--- src/rtl/mult_share_sched_if.sv ---
// Request/response bundle for the shared multiplier: two operand requesters and one result consumer.
// master = producer/consumer side, slave = scheduler side.
interface mult_share_sched_if #(
    parameter int WIDTH = 16
);
    logic               req0_valid;
    logic               req0_ready;
    logic [WIDTH-1:0]   req0_a;
    logic [WIDTH-1:0]   req0_b;
    logic               req1_valid;
    logic               req1_ready;
    logic [WIDTH-1:0]   req1_a;
    logic [WIDTH-1:0]   req1_b;
    logic               rsp_valid;
    logic               rsp_ready;
    logic               rsp_id;
    logic [2*WIDTH-1:0] rsp_p;

    modport master (
        output req0_valid, req0_a, req0_b, req1_valid, req1_a, req1_b, rsp_ready,
        input  req0_ready, req1_ready, rsp_valid, rsp_id, rsp_p
    );

    modport slave (
        input  req0_valid, req0_a, req0_b, req1_valid, req1_a, req1_b, rsp_ready,
        output req0_ready, req1_ready, rsp_valid, rsp_id, rsp_p
    );
endinterface

--- src/rtl/mult_share_sched.sv ---
// Round-robin scheduler sharing one WIDTH-cycle shift-add multiplier between two requesters.
// Each accepted operation returns its full 2*WIDTH-bit product tagged with the requester id.
module mult_share_sched #(
    parameter int WIDTH = 16
) (
    input  logic                clk,
    input  logic                rst_n,
    mult_share_sched_if.slave   bus,
    output logic                busy
);
    localparam logic [1:0] IDLE = 2'd0;
    localparam logic [1:0] RUN  = 2'd1;
    localparam logic [1:0] DONE = 2'd2;

    localparam int              CW   = $clog2(WIDTH + 1);
    localparam logic [CW-1:0]   LAST = CW'(WIDTH - 1);

    logic [1:0]         state;
    logic               last_grant;
    logic               grant1;
    logic [2*WIDTH-1:0] mcand;
    logic [2*WIDTH-1:0] acc;
    logic [2*WIDTH-1:0] acc_sum;
    logic [WIDTH-1:0]   mplier;
    logic [CW-1:0]      cnt;
    logic               id;
    logic               rsp_valid;
    logic               rsp_id;
    logic [2*WIDTH-1:0] rsp_p;

    // On contention the requester that was not served last time wins.
    always_comb begin
        grant1 = bus.req1_valid;
        if (bus.req0_valid && bus.req1_valid) begin
            grant1 = ~last_grant;
        end
    end

    assign bus.req0_ready = (state == IDLE) && bus.req0_valid && !grant1;
    assign bus.req1_ready = (state == IDLE) && bus.req1_valid && grant1;
    assign bus.rsp_valid  = rsp_valid;
    assign bus.rsp_id     = rsp_id;
    assign bus.rsp_p      = rsp_p;

    assign acc_sum = mplier[0] ? acc + mcand : acc;

    always_ff @(posedge clk or negedge rst_n) begin
        if (!rst_n) begin
            state      <= IDLE;
            last_grant <= 1'b1;
            mcand      <= '0;
            mplier     <= '0;
            acc        <= '0;
            cnt        <= '0;
            id         <= 1'b0;
            rsp_valid  <= 1'b0;
            rsp_id     <= 1'b0;
            rsp_p      <= '0;
            busy       <= 1'b0;
        end else begin
            case (state)
                IDLE: begin
                    if (bus.req0_ready || bus.req1_ready) begin
                        mcand      <= {{WIDTH{1'b0}}, (grant1 ? bus.req1_a : bus.req0_a)};
                        mplier     <= grant1 ? bus.req1_b : bus.req0_b;
                        acc        <= '0;
                        cnt        <= '0;
                        id         <= grant1;
                        last_grant <= grant1;
                        busy       <= 1'b1;
                        state      <= RUN;
                    end
                end
                RUN: begin
                    acc    <= acc_sum;
                    mcand  <= mcand << 1;
                    mplier <= mplier >> 1;
                    cnt    <= cnt + 1'b1;
                    // Always a fixed WIDTH iterations, even for zero or small operands.
                    if (cnt == LAST) begin
                        rsp_p     <= acc_sum;
                        rsp_id    <= id;
                        rsp_valid <= 1'b1;
                        state     <= DONE;
                    end
                end
                DONE: begin
                    if (bus.rsp_ready) begin
                        rsp_valid <= 1'b0;
                        busy      <= 1'b0;
                        state     <= IDLE;
                    end
                end
                default: state <= IDLE;
            endcase
        end
    end
endmodule
--- src/flat_wrapper.sv ---
// flat-port wrapper written by rule: the top's interface ports become plain ports
module mult_share_sched_flat 
#(
    parameter int WIDTH = 16
)
  (clk, rst_n, busy, bus_req0_valid, bus_req0_a, bus_req0_b, bus_req1_valid, bus_req1_a, bus_req1_b, bus_rsp_ready, bus_req0_ready, bus_req1_ready, bus_rsp_valid, bus_rsp_id, bus_rsp_p);
  mult_share_sched_if #(.WIDTH(WIDTH)) bus_i ();
  input  logic clk;
  input  logic rst_n;
  output logic busy;
  input wire logic [$bits(bus_i.req0_valid)-1:0] bus_req0_valid;
  input wire logic [$bits(bus_i.req0_a)-1:0] bus_req0_a;
  input wire logic [$bits(bus_i.req0_b)-1:0] bus_req0_b;
  input wire logic [$bits(bus_i.req1_valid)-1:0] bus_req1_valid;
  input wire logic [$bits(bus_i.req1_a)-1:0] bus_req1_a;
  input wire logic [$bits(bus_i.req1_b)-1:0] bus_req1_b;
  input wire logic [$bits(bus_i.rsp_ready)-1:0] bus_rsp_ready;
  output wire logic [$bits(bus_i.req0_ready)-1:0] bus_req0_ready;
  output wire logic [$bits(bus_i.req1_ready)-1:0] bus_req1_ready;
  output wire logic [$bits(bus_i.rsp_valid)-1:0] bus_rsp_valid;
  output wire logic [$bits(bus_i.rsp_id)-1:0] bus_rsp_id;
  output wire logic [$bits(bus_i.rsp_p)-1:0] bus_rsp_p;
  assign bus_i.req0_valid = bus_req0_valid;
  assign bus_i.req0_a = bus_req0_a;
  assign bus_i.req0_b = bus_req0_b;
  assign bus_i.req1_valid = bus_req1_valid;
  assign bus_i.req1_a = bus_req1_a;
  assign bus_i.req1_b = bus_req1_b;
  assign bus_i.rsp_ready = bus_rsp_ready;
  assign bus_req0_ready = bus_i.req0_ready;
  assign bus_req1_ready = bus_i.req1_ready;
  assign bus_rsp_valid = bus_i.rsp_valid;
  assign bus_rsp_id = bus_i.rsp_id;
  assign bus_rsp_p = bus_i.rsp_p;
  mult_share_sched #(.WIDTH(WIDTH)) u_core (.clk(clk), .rst_n(rst_n), .bus(bus_i), .busy(busy));
endmodule
--- config.mk ---
export PLATFORM = sky130hd
export DESIGN_NAME = mult_share_sched_flat
export DESIGN_NICKNAME = d
export VERILOG_FILES = /design/src/rtl/mult_share_sched_if.sv /design/src/rtl/mult_share_sched.sv /design/src/flat_wrapper.sv
export SDC_FILE = /design/constraint.sdc
export NUM_CORES = 1
export LEC_CHECK = 0
export BUFFER_PORTS_ARGS = -buffer_cell sky130_fd_sc_hd__buf_2
export CORE_UTILIZATION = 52
export DETAILED_ROUTE_END_ITERATION = 7
export HOLD_SLACK_MARGIN = 0.06
export PLACE_DENSITY = 0.77
export SKIP_CTS_REPAIR_TIMING = 1
export SLEW_MARGIN = 40
export SYNTH_ARGS = -nofsm -noshare
export SYNTH_HDL_FRONTEND = slang
export SYNTH_SLANG_ARGS = --single-unit
--- constraint.sdc ---
create_clock -name clk -period 2.9 [get_ports clk]
set_input_delay 0.58 -clock clk [delete_from_list [all_inputs] [get_ports clk]]
set_output_delay 0.58 -clock clk [all_outputs]
set_load 0.01 [all_outputs]
; Yosys cells after proc, flatten, opt, wreduce, memory -nomap -nowiden
; Cells that the tools add are included.
; Widths: inputs -> output; s select.
[classes]
addsub = 2
eq_ne = 6
n_mux = 21
n_bitwise = 1
reduce_logical = 17
[ops]
columns = op, n
row1 = $pmux 32 s2, 2
row2 = $mux 32, 3
row3 = $mux 16, 3
row4 = $add 32x32->32, 1
row5 = $pmux 16 s2, 1
row6 = $pmux 5 s2, 1
row7 = $reduce_and 3->1, 3
row8 = $mux 2, 3
row9 = $pmux 2 s3, 1
row10 = $reduce_and 2->1, 3
row11 = $reduce_bool 2->1, 3
row12 = $add 5x1->5 const B, 1
row13 = $eq 5x4->1 const B, 1
row14 = $logic_and 1x1->1, 5
row15 = $mux 5, 1
row16 = $mux 1, 4
row17 = $ne 2x2->1 const B, 2
row18 = $pmux 1 s2, 2
row19 = $eq 2x1->1 const B, 1
row20 = $eq 2x2->1 const B, 1
row21 = $logic_not 2->1, 1
row22 = $ne 2x1->1 const B, 1
row23 = $logic_not 1->1, 1
row24 = $logic_or 1x1->1, 1
row25 = $not 1->1, 1
[word_totals]
reg_bits = 124
input_bits = 69
wordCells = 58

; Logic depth before layout (Yosys ltp)
; Gate-level depths: netlist of the first run.
[logic_depth]
depth_word = 7
depth_mapped = 12
ltp_nobuf = 12

; Worst setup path after synthesis of the first run
; No wires, ideal clock.
[synth_timing]
path_type = flip-flop to flip-flop
start = reg u_core.acc[0]
end = reg u_core.rsp_p[30] (netlist: u_core.bus.rsp_p[30])
setup_time_ps = 77
arrival_time_ps = 2746
required_time_ps = 2823
path_slack_ps = 77
path_stages_with_launch = 13
cell_sequence = dfrtp_1 > ha_1 > fa_1 > a211oi_1 > o21ai_0 > a31o_2 > o21ai_2 > nand4_1 > a31o_2 > a41oi_1 > xnor2_1 > mux2i_1 > a21oi_1
[synth_via]
elab_chain_cells = 2
[synth_lines]
columns = item, line
row1 = from (decl), mult_share_sched.sv:22  ; logic [2*WIDTH-1:0] acc;
row2 = from (signal assigned), mult_share_sched.sv:75  ; acc <= acc_sum;
row3 = $add 32x32->32, mult_share_sched.sv:45  ; assign acc_sum = mplier[0] ? acc + mcand : acc;
row4 = $mux 32, mult_share_sched.sv:45
row5 = to (signal assigned), mult_share_sched.sv:81  ; rsp_p <= acc_sum;
row6 = to (decl), mult_share_sched.sv:29  ; logic [2*WIDTH-1:0] rsp_p;
; Every way passes these cells.
; A chain may end at the register's enable or synchronous reset.

; Worst setup path in the final report of the first run
[layout_timing]
start = reg u_core.acc[19]
end = reg u_core.acc[31]
[layout_via]
elab_chain_cells = 3
[layout_lines]
columns = item, line
row1 = $add 32x32->32, mult_share_sched.sv:45
row2 = $mux 32, mult_share_sched.sv:45
row3 = $pmux 32 s2, mult_share_sched.sv:61  ; case (state)
; Every way passes these cells.

==> impl_summary.md, run 1 <==
Status
The flow ran to the end, and the final reports show no timing, DRC or antenna violations.

Power
The internal cell power is 6340 uW. Summed over all nets, the switching power comes to 4340 uW. Of the total power, the share spent switching nets is 0.406. Power spread over the standard cell area amounts to between 1000 and 1500 mW/mm^2. Summed over all cells, the static leakage comes to 0.00422 uW. The largest voltage drop on the vdd net is around 0.00070 V. The part of the power in combinational logic is 0.509. The share of total power dissipated in the clock network is 0.192. Power comes to 10700 uW. The fraction of power consumed by sequential logic is 0.298.

STA
In the finished design, the share of the clock period the worst path needs comes to 0.988. The max-slew violation count came to 0. The number of hold violations in the final report is 0. The setup skew after layout is 10.8 ps. Setup repair after global routing could not meet its margin everywhere. The smallest hold slack is 96.0 ps. For the pin with the worst max-slew slack, the measured transition is 777 ps.

The highest clock frequency the design can meet is 349 MHz. The worst path needs roughly 2900 ps of the cycle, external delays included. The final worst slack is about 34 ps. Setup violations remaining at the end of the flow were counted as 0. The remaining max-slew budget at the tightest pin is 0.482.

Drt
The routed length per instance is roughly 18 um. The first detailed-routing pass took 4 iterations. The detailed router finished its first iteration with 446 violations.

The routed layout has about 6000 vias. The DRC violation count after routing is 0. For this block, the routed nets add up to 17700 um of wire. Dividing the detail-routed via count by the number of cells gives between 5 and 6.

The final antenna-violating net count is 0.

Worst setup path
Among all stages on the critical path, the largest delay is contributed by sky130_fd_sc_hd__dfrtp_1. The startpoint-to-endpoint class of the critical path is reg -> reg. The longest individual stage delay on the worst path is 390 ps. The end of the worst register-to-register path is u_core.acc[31]$_DFFE_PN0P_.

The endpoint kind of the worst setup timing path is a flip-flop. STA puts the critical path data required time at 3210 ps. The cell family contributing the most delay on the critical path is compound AO/OA/AOI/OAI gates. The worst register-to-register path begins at u_core.acc[19]$_DFFE_PN0P_.

The most critical setup path has its startpoint at u_core.acc[19]$_DFFE_PN0P_. Together, buffers and inverters on the worst path number 0. In this run the worst path has a maximum fanout of 3. The number of cell instances on the worst register-to-register path is 11. The startpoint type of the worst setup path is a flip-flop. The most numerous cell on the critical path is sky130_fd_sc_hd__a311oi_2. STA puts the critical path data arrival time at 3170 ps. The signal on the critical path passes through ha_1, and4_4, and3_4, a311oi_2, nand3b_1, o221ai_2, a21oi_2, a311oi_2, mux2i_2, o21ai_1, a22o_1. For flop-to-flop paths, the worst setup slack is between 30 and 40 ps.

Global route
The initial antenna violation count came to 0. The total congestion overflow after global routing is 0. The number of global-route vias before repair is 5740. Entering global routing, the biggest net connects 56 pins. The first global-routing pass estimated 28200 um of wire.

For this run, the total global-route usage over all layers was measured as 0.271. For met3 alone, demand over resource in global routing was 0.0520. In this run the most used layer during global routing was met2. In the global route stage, met2 resource usage came out at 0.451. For this run, global-route usage on met1 was measured as 0.349.

Final layout
The area growth from synthesis to layout is 24.2%. The share of layout cells above drive strength 1 is 0.265. In the layout the commonest cells are 128 x sky130_fd_sc_hd__nand2_1, 122 x sky130_fd_sc_hd__dfrtp_1, 104 x sky130_fd_sc_hd__buf_2. Leaving out fill and tap cells, the most frequent cell in the layout is sky130_fd_sc_hd__nand2_1. In the final design database the tool counted 928 nets. The final instance area is 0.00854 sq mm. For this run, the share of the core covered by cells in the final layout is 0.669. The antenna diode instance count is 0.

Clocking
After clock tree synthesis, the clock-pin slew on the worst setup and hold paths is 50 ps. CTS saw 124 sinks. Counting along the longest clock path gives a buffer depth of 2. The later pin in the worst-skew pair is clocked with a latency of about 420 ps. TritonCTS built the clock tree. The maximum level of the CTS H-tree is 4.

The number of buffers created by CTS is 17. The root buffer cell chosen for the clock tree is sky130_fd_sc_hd__clkbuf_16.

Yosys
The number of nets handed over by synthesis was 810. The share of the synthesized area in the top cell type is 0.447. Synthesis handed over a netlist of 707 instances. The count of state elements after synthesis is roughly 120. Yosys printed 0 warnings. Among all flip-flop cells after synthesis, the most frequent one is sky130_fd_sc_hd__dfrtp_1. Sorting the synthesized cells by area gives the leading types as sky130_fd_sc_hd__dfrtp_1 45%, sky130_fd_sc_hd__nand2_1 7.0%, sky130_fd_sc_hd__ha_1 6.0%. The async set or reset register ratio after synthesis is 1.00. After synthesis the cells add up to 0.00688 sq mm. The synthesized design contains 0 enable-type register cells.

The dominant cell type by area after synthesis is sky130_fd_sc_hd__dfrtp_1. The share of the Yosys chip area taken by registers is 0.451. In this run, distinct cell masters in the synthesized netlist total 56. Each instance of the synthesized netlist takes up on average 9.73 sq um.

Floorplanning
Measured along the x axis, the die boundary spans about 120 um. The core area is 0.0128 sq mm. The floorplan step set the die height to 117 um.

The initial core utilization is 0.539. The I/O pin count is roughly 110. The floorplan has slightly above 40 rows. The floorplan step defined a die boundary enclosing 0.0137 sq mm.

Placed design
Input and output buffers added on the ports amount to 105. The routability congestion estimate from global placement is ~0.98. The wire-length estimate of the detail-placed layout is 12200 um. The placed instances occupy a cell area of between 0.007 and 0.008 sq mm. At the placement stage, the worst setup path has a slack of -104 ps.

Hold path
The class of the most critical hold timing path is in -> async.

Run
Across the run, the number of max-cap violations was 0.
[stage by stage]
stage | setup TNS, ps | cells
5_1_grt | -249 | 1010
3_3_place_gp | -26.4 | 973
2_1_floorplan | 0 | 707
3_5_place_dp | -239 | 973
6_report | 0 | 1010
4_1_cts | -346 | 1005
[cell families (layout without fill, tap and decap cells)]
logic type,Yosys count,in the layout,synth area share
adder cells (fa/ha/maj),34,34,0.0629
XOR/XNOR,30,30,0.0382
multiplexers,31,31,0.0455
flip-flops,124,124,0.451
buffers and inverters,52,183,0.0291
AO/OA/AOI/OAI,242,242,0.249
AND/OR/NAND/NOR,194,194,0.124
[power groups by stage]
stage                     logic (uW)  clock network [uW]  registers [uW]
final                           5440                2050            3190
after global routing            5970                2140            3280
after CTS                       5070                2070            3120
after detailed placement        5040                   0            3130
after global placement          4830                   0            3100
after floorplan                 3650                   0            2980
[worst max-delay path by stage]
| stage | to | cells after the start |
|---|---|---|
| 5_1_grt | u_core.acc[31]$_DFFE_PN0P_ | 11 |
| 2_1_floorplan | u_core.bus.rsp_p[30]$_DFFE_PN0P_ | 12 |
| 4_1_cts | u_core.bus.rsp_p[30]$_DFFE_PN0P_ | 12 |
| 3_5_place_dp | u_core.bus.rsp_p[30]$_DFFE_PN0P_ | 12 |
| 3_3_place_gp | u_core.bus.rsp_p[30]$_DFFE_PN0P_ | 12 |
| 6_report | u_core.acc[31]$_DFFE_PN0P_ | 11 |
[worst reg2reg max path, delay by kind of cell, from the launching register on]
kind                       cells  cell delay, ps
AOI/OAI and AO/OA              6            1140
adders and majority gates      1             340
muxes                          1             340
DFF                            1             390
and+or+nand+nor                3             530
[per-layer routing]
| layer | wire, um | part of all wire | vias up |
|---|---|---|---|
| li1 | - | - | 2825 |
| met1 | 7740 | 0.44 | 2996 |
| met2 | 8770 | 0.50 | 166 |
| met3 | 752 | 0.043 | 35 |
| met4 | 429 | 0.024 | 0 |
| met5 | 0 | 0 | - |
[flip-flops by register name, indices dropped and copies added (netlist names), 2 cells and up]
register          cells
u_core.mcand         32
u_core.state          2
u_core.cnt            5
u_core.bus.rsp_p     32
u_core.mplier        16
u_core.acc           32
[cells in the mapped netlist, types with 9 or more instances]
cell type,n
sky130_fd_sc_hd__o21ai_0,53
sky130_fd_sc_hd__dfrtp_1,123
sky130_fd_sc_hd__a31oi_1,18
sky130_fd_sc_hd__nor2_1,19
sky130_fd_sc_hd__xnor2_1,21
sky130_fd_sc_hd__clkbuf_1,45
sky130_fd_sc_hd__xor2_1,9
sky130_fd_sc_hd__a221o_1,31
sky130_fd_sc_hd__a21o_1,14
sky130_fd_sc_hd__mux2i_1,29
sky130_fd_sc_hd__a22o_1,42
sky130_fd_sc_hd__a21oi_1,48
sky130_fd_sc_hd__nand2_1,129
sky130_fd_sc_hd__ha_1,33
[cell type report]
type                            count  area, sq um
Fill cell                         981         4230
Multi-Input combinational cell    531         3780
Sequential cell                   124         3110
Timing Repair Buffer              147          868
Clock buffer                       24          472
Tap cell                          172          215
Clock inverter                      8         92.6
Inverter                            4         15.0
Note: power is estimated with default switching activity, not from simulation.
==> inputs of run 2 (changes only) <==
==> constraint.sdc (replaced) <==
create_clock -name clk -period 2.9 [get_ports clk]
set_input_delay 0.58 -clock clk [delete_from_list [all_inputs] [get_ports clk]]
set_output_delay 0.58 -clock clk [all_outputs]
set_load 0.05 [all_outputs]
==> impl_summary.md, run 2 (same netlist as run 1, synthesis figures left out) <==
Global route
The total congestion overflow after global routing is 0 (unchanged). The number of global-route vias before repair is 5813 (+1.3%). The first-pass GRT wire length is 27800 um (-1.3%).

The pin count of the biggest net entering global routing is 125 (+120%). The initial antenna violation count is 0 (unchanged). The total global-route track usage is 0.266 (-0.00516).

Status
The final reports fail on setup timing. The flow ran to the end, but the final reports show violations.

Clocking
The deepest clock path buffer count is 2 (unchanged). The master cell of the clock root buffer is sky130_fd_sc_hd__clkbuf_16. The number of buffers created by CTS is 17 (unchanged). The clock latency of the later-clocked register in the worst-skew pair is 430 ps (about the same). TritonCTS built the clock tree. The post-CTS clock slew at the launch and capture registers of the worst setup and hold paths came to 60 ps (about the same). The maximum level of the CTS H-tree is 4 (unchanged). The TritonCTS sink count is 124 (unchanged).

STA
The remaining max-slew budget at the tightest pin came to 0.493 (+0.0109). The setup skew after layout was 9.76 ps (-1.07 ps). The transition time of the tightest slew-check pin is 760 ps (-16.3 ps). The clock period minus worst slack is 2900 ps (+34.4 ps). The number of hold violations in the final report came to 0 (unchanged). Setup repair after global routing could not meet its margin everywhere.

The max-slew violation count is 0 (unchanged). The final worst-path cycle share came to 1.00 (+0.0119). The final setup violation count is 1 (+1).

The final worst slack is -0.327 ps (-34.4 ps). The highest clock frequency the design can meet was 345 MHz (-1.2%). The final sum of negative setup slack is -0.327 ps (-0.327 ps).

Drt
The routed metal-1 wirelength came to 7620 um (-1.6%). The first-pass iteration count of the detailed router is 5 (+1). The met3 wirelength from detailed routing is 1090 um (+44%). The DRC violation count after routing is 0 (unchanged). The length of routed met2 wiring came to 8920 um (+1.7%). The per-cell via count in the routed design was 6.01 (+0.73%). The number of violations reported at the end of detailed-routing iteration 0 is 455 (+2.0%). The number of vias after detailed routing came to 6078 (+0.93%). The routed length per instance is 17.8 um (+1.8%). The total routed wirelength is 18000 um (+2.0%). The final antenna-violating net count is 0 (unchanged). The highest metal layer used by the detailed router is met4.

Final layout
The share of layout cells above drive strength 1 came to 0.277 (+0.0125). The top cell types in the final layout, fill and taps aside, are 128 x sky130_fd_sc_hd__nand2_1, 121 x sky130_fd_sc_hd__dfrtp_1, 104 x sky130_fd_sc_hd__buf_2. The layout overhead on the synthesized area is 25.1%. The core utilization of the finished layout was 0.674 (+0.00529). The leading cell type in the layout, fill and taps excluded is sky130_fd_sc_hd__nand2_1.

The largest registers in the layout are u_core.acc: 32 flops, u_core.bus.rsp_p: 32 flops, u_core.mcand: 32 flops. The final layout net count is 930 (+0.22%). The final instance area is 0.00861 sq mm (+0.79%). The antenna diode instance count was 0 (unchanged).

Hold path
The worst hold path belongs to the class in -> async.

Floorplanning
The overall die area came to 0.0137 sq mm (unchanged). The core area is 0.0128 sq mm (unchanged). The I/O pin count was 106 (unchanged). The total number of placement rows is 41 (unchanged). The overall die height is 117 um (unchanged). The die span in x came to 117 um (unchanged). The initial core utilization is 0.539 (unchanged).

Placed design
The final HPWL from detailed placement is 12100 um (-0.80%). The count of input and output buffers is 105 (unchanged). The post-detailed-placement cell area is 0.00778 sq mm (+0.24%). The routability congestion estimate from global placement is 0.934 (-4.8%).

Worst setup path
The data required time of the worst path is 3210 ps (about the same). The worst setup path is launched from a flip-flop. The worst setup path is captured at a flip-flop. The startpoint-to-endpoint class of the critical path is reg -> reg. The maximum fanout count along the critical path was 3 (unchanged). The critical path arrival was 3210 ps (+40 ps).

Power
The total power divided by cell area was 1310 mW/mm^2 (+4.8%). The leakage component of the power is 0.00422 uW (about the same). The largest voltage drop on the vdd net is 0.000485 V (-31%).

Run
The total of max-cap violations is 0 (unchanged).
[run 2: cell count changes in the layout (fill, tap and decap cells not counted), moves of 3 or more]
| cell | previous run | this run |
|---|---|---|
| sky130_fd_sc_hd__clkbuf_1 | 5 | 1 |
| sky130_fd_sc_hd__ha_1 | 24 | 21 |
| sky130_fd_sc_hd__buf_6 | 0 | 3 |
| sky130_fd_sc_hd__o21ai_1 | 8 | 5 |
| sky130_fd_sc_hd__a21oi_2 | 9 | 6 |
[run 2: area by class of cell]
cell class	count	area (sq um)
well taps	172	215
multi-input cells	531	3830
inverters	4	15.0
fillers	948	4160
clock inverters	11	70.1
clock buffers	21	470
repair buffers	149	907
flip-flops and latches	124	3110
[run 2: path summary, 6_finish.rpt]
kind	from	to	cells past startpoint	slack (ps)
setup / recovery	u_core.acc[1]$_DFFE_PN0P_	u_core.acc[31]$_DFFE_PN0P_	12	-0.3
hold / removal	rst_n	u_core.bus.rsp_p[1]$_DFFE_PN0P_	2	240
setup reg to reg	u_core.acc[1]$_DFFE_PN0P_	u_core.acc[31]$_DFFE_PN0P_	12	-0.3
hold reg to reg	u_core.bus.rsp_p[7]$_DFFE_PN0P_	u_core.bus.rsp_p[7]$_DFFE_PN0P_	2	470
max in group asynchronous	rst_n	u_core.mcand[18]$_DFFE_PN0P_	2	2130
min in group clk	bus_rsp_ready	u_core.state[1]$_DFFE_PN0P_	4	440
[run 2: critical path, cell delays in order, from the launching register on]
cell and delay [ps]:
sky130_fd_sc_hd__dfrtp_1 430, sky130_fd_sc_hd__buf_6 150, sky130_fd_sc_hd__ha_1 290, sky130_fd_sc_hd__a21o_1 180
sky130_fd_sc_hd__and3_4 200, sky130_fd_sc_hd__o211ai_4 220, sky130_fd_sc_hd__a21oi_4 90, sky130_fd_sc_hd__o221ai_2 190
sky130_fd_sc_hd__a21oi_2 110, sky130_fd_sc_hd__a311oi_2 300, sky130_fd_sc_hd__mux2i_2 320, sky130_fd_sc_hd__o21ai_1 90
sky130_fd_sc_hd__a22o_1 220
[run 2: power breakdown]
group	internal, uW	total, uW	switching, uW
Clock	1150	1930	778
Combinational	2620	6130	3510
Sequential	2490	3210	725
Total	6250	11300	5010
[run 2: metal layers]
layer | GRT usage | vias to the layer above
met1 | 0.336 | 2951
li1 | - | 2838
met2 | 0.440 | 244
met4 | 0.111 | 0
met3 | 0.0633 | 45
met5 | 0 | -
[run 2: through the flow]
step / total power, uW / hold slack (ps) / instances / setup WS, ps
CTS: 10800 / 275 / 1005 / -153
global route: 12000 / 299 / 1012 / -104
floorplan: 7200 / 284 / 707 / 76.5
global placement: 8540 / 453 / 973 / -27.9
detailed placement: 8780 / 464 / 973 / -132
finish: 11300 / 239 / 1012 / -0.327
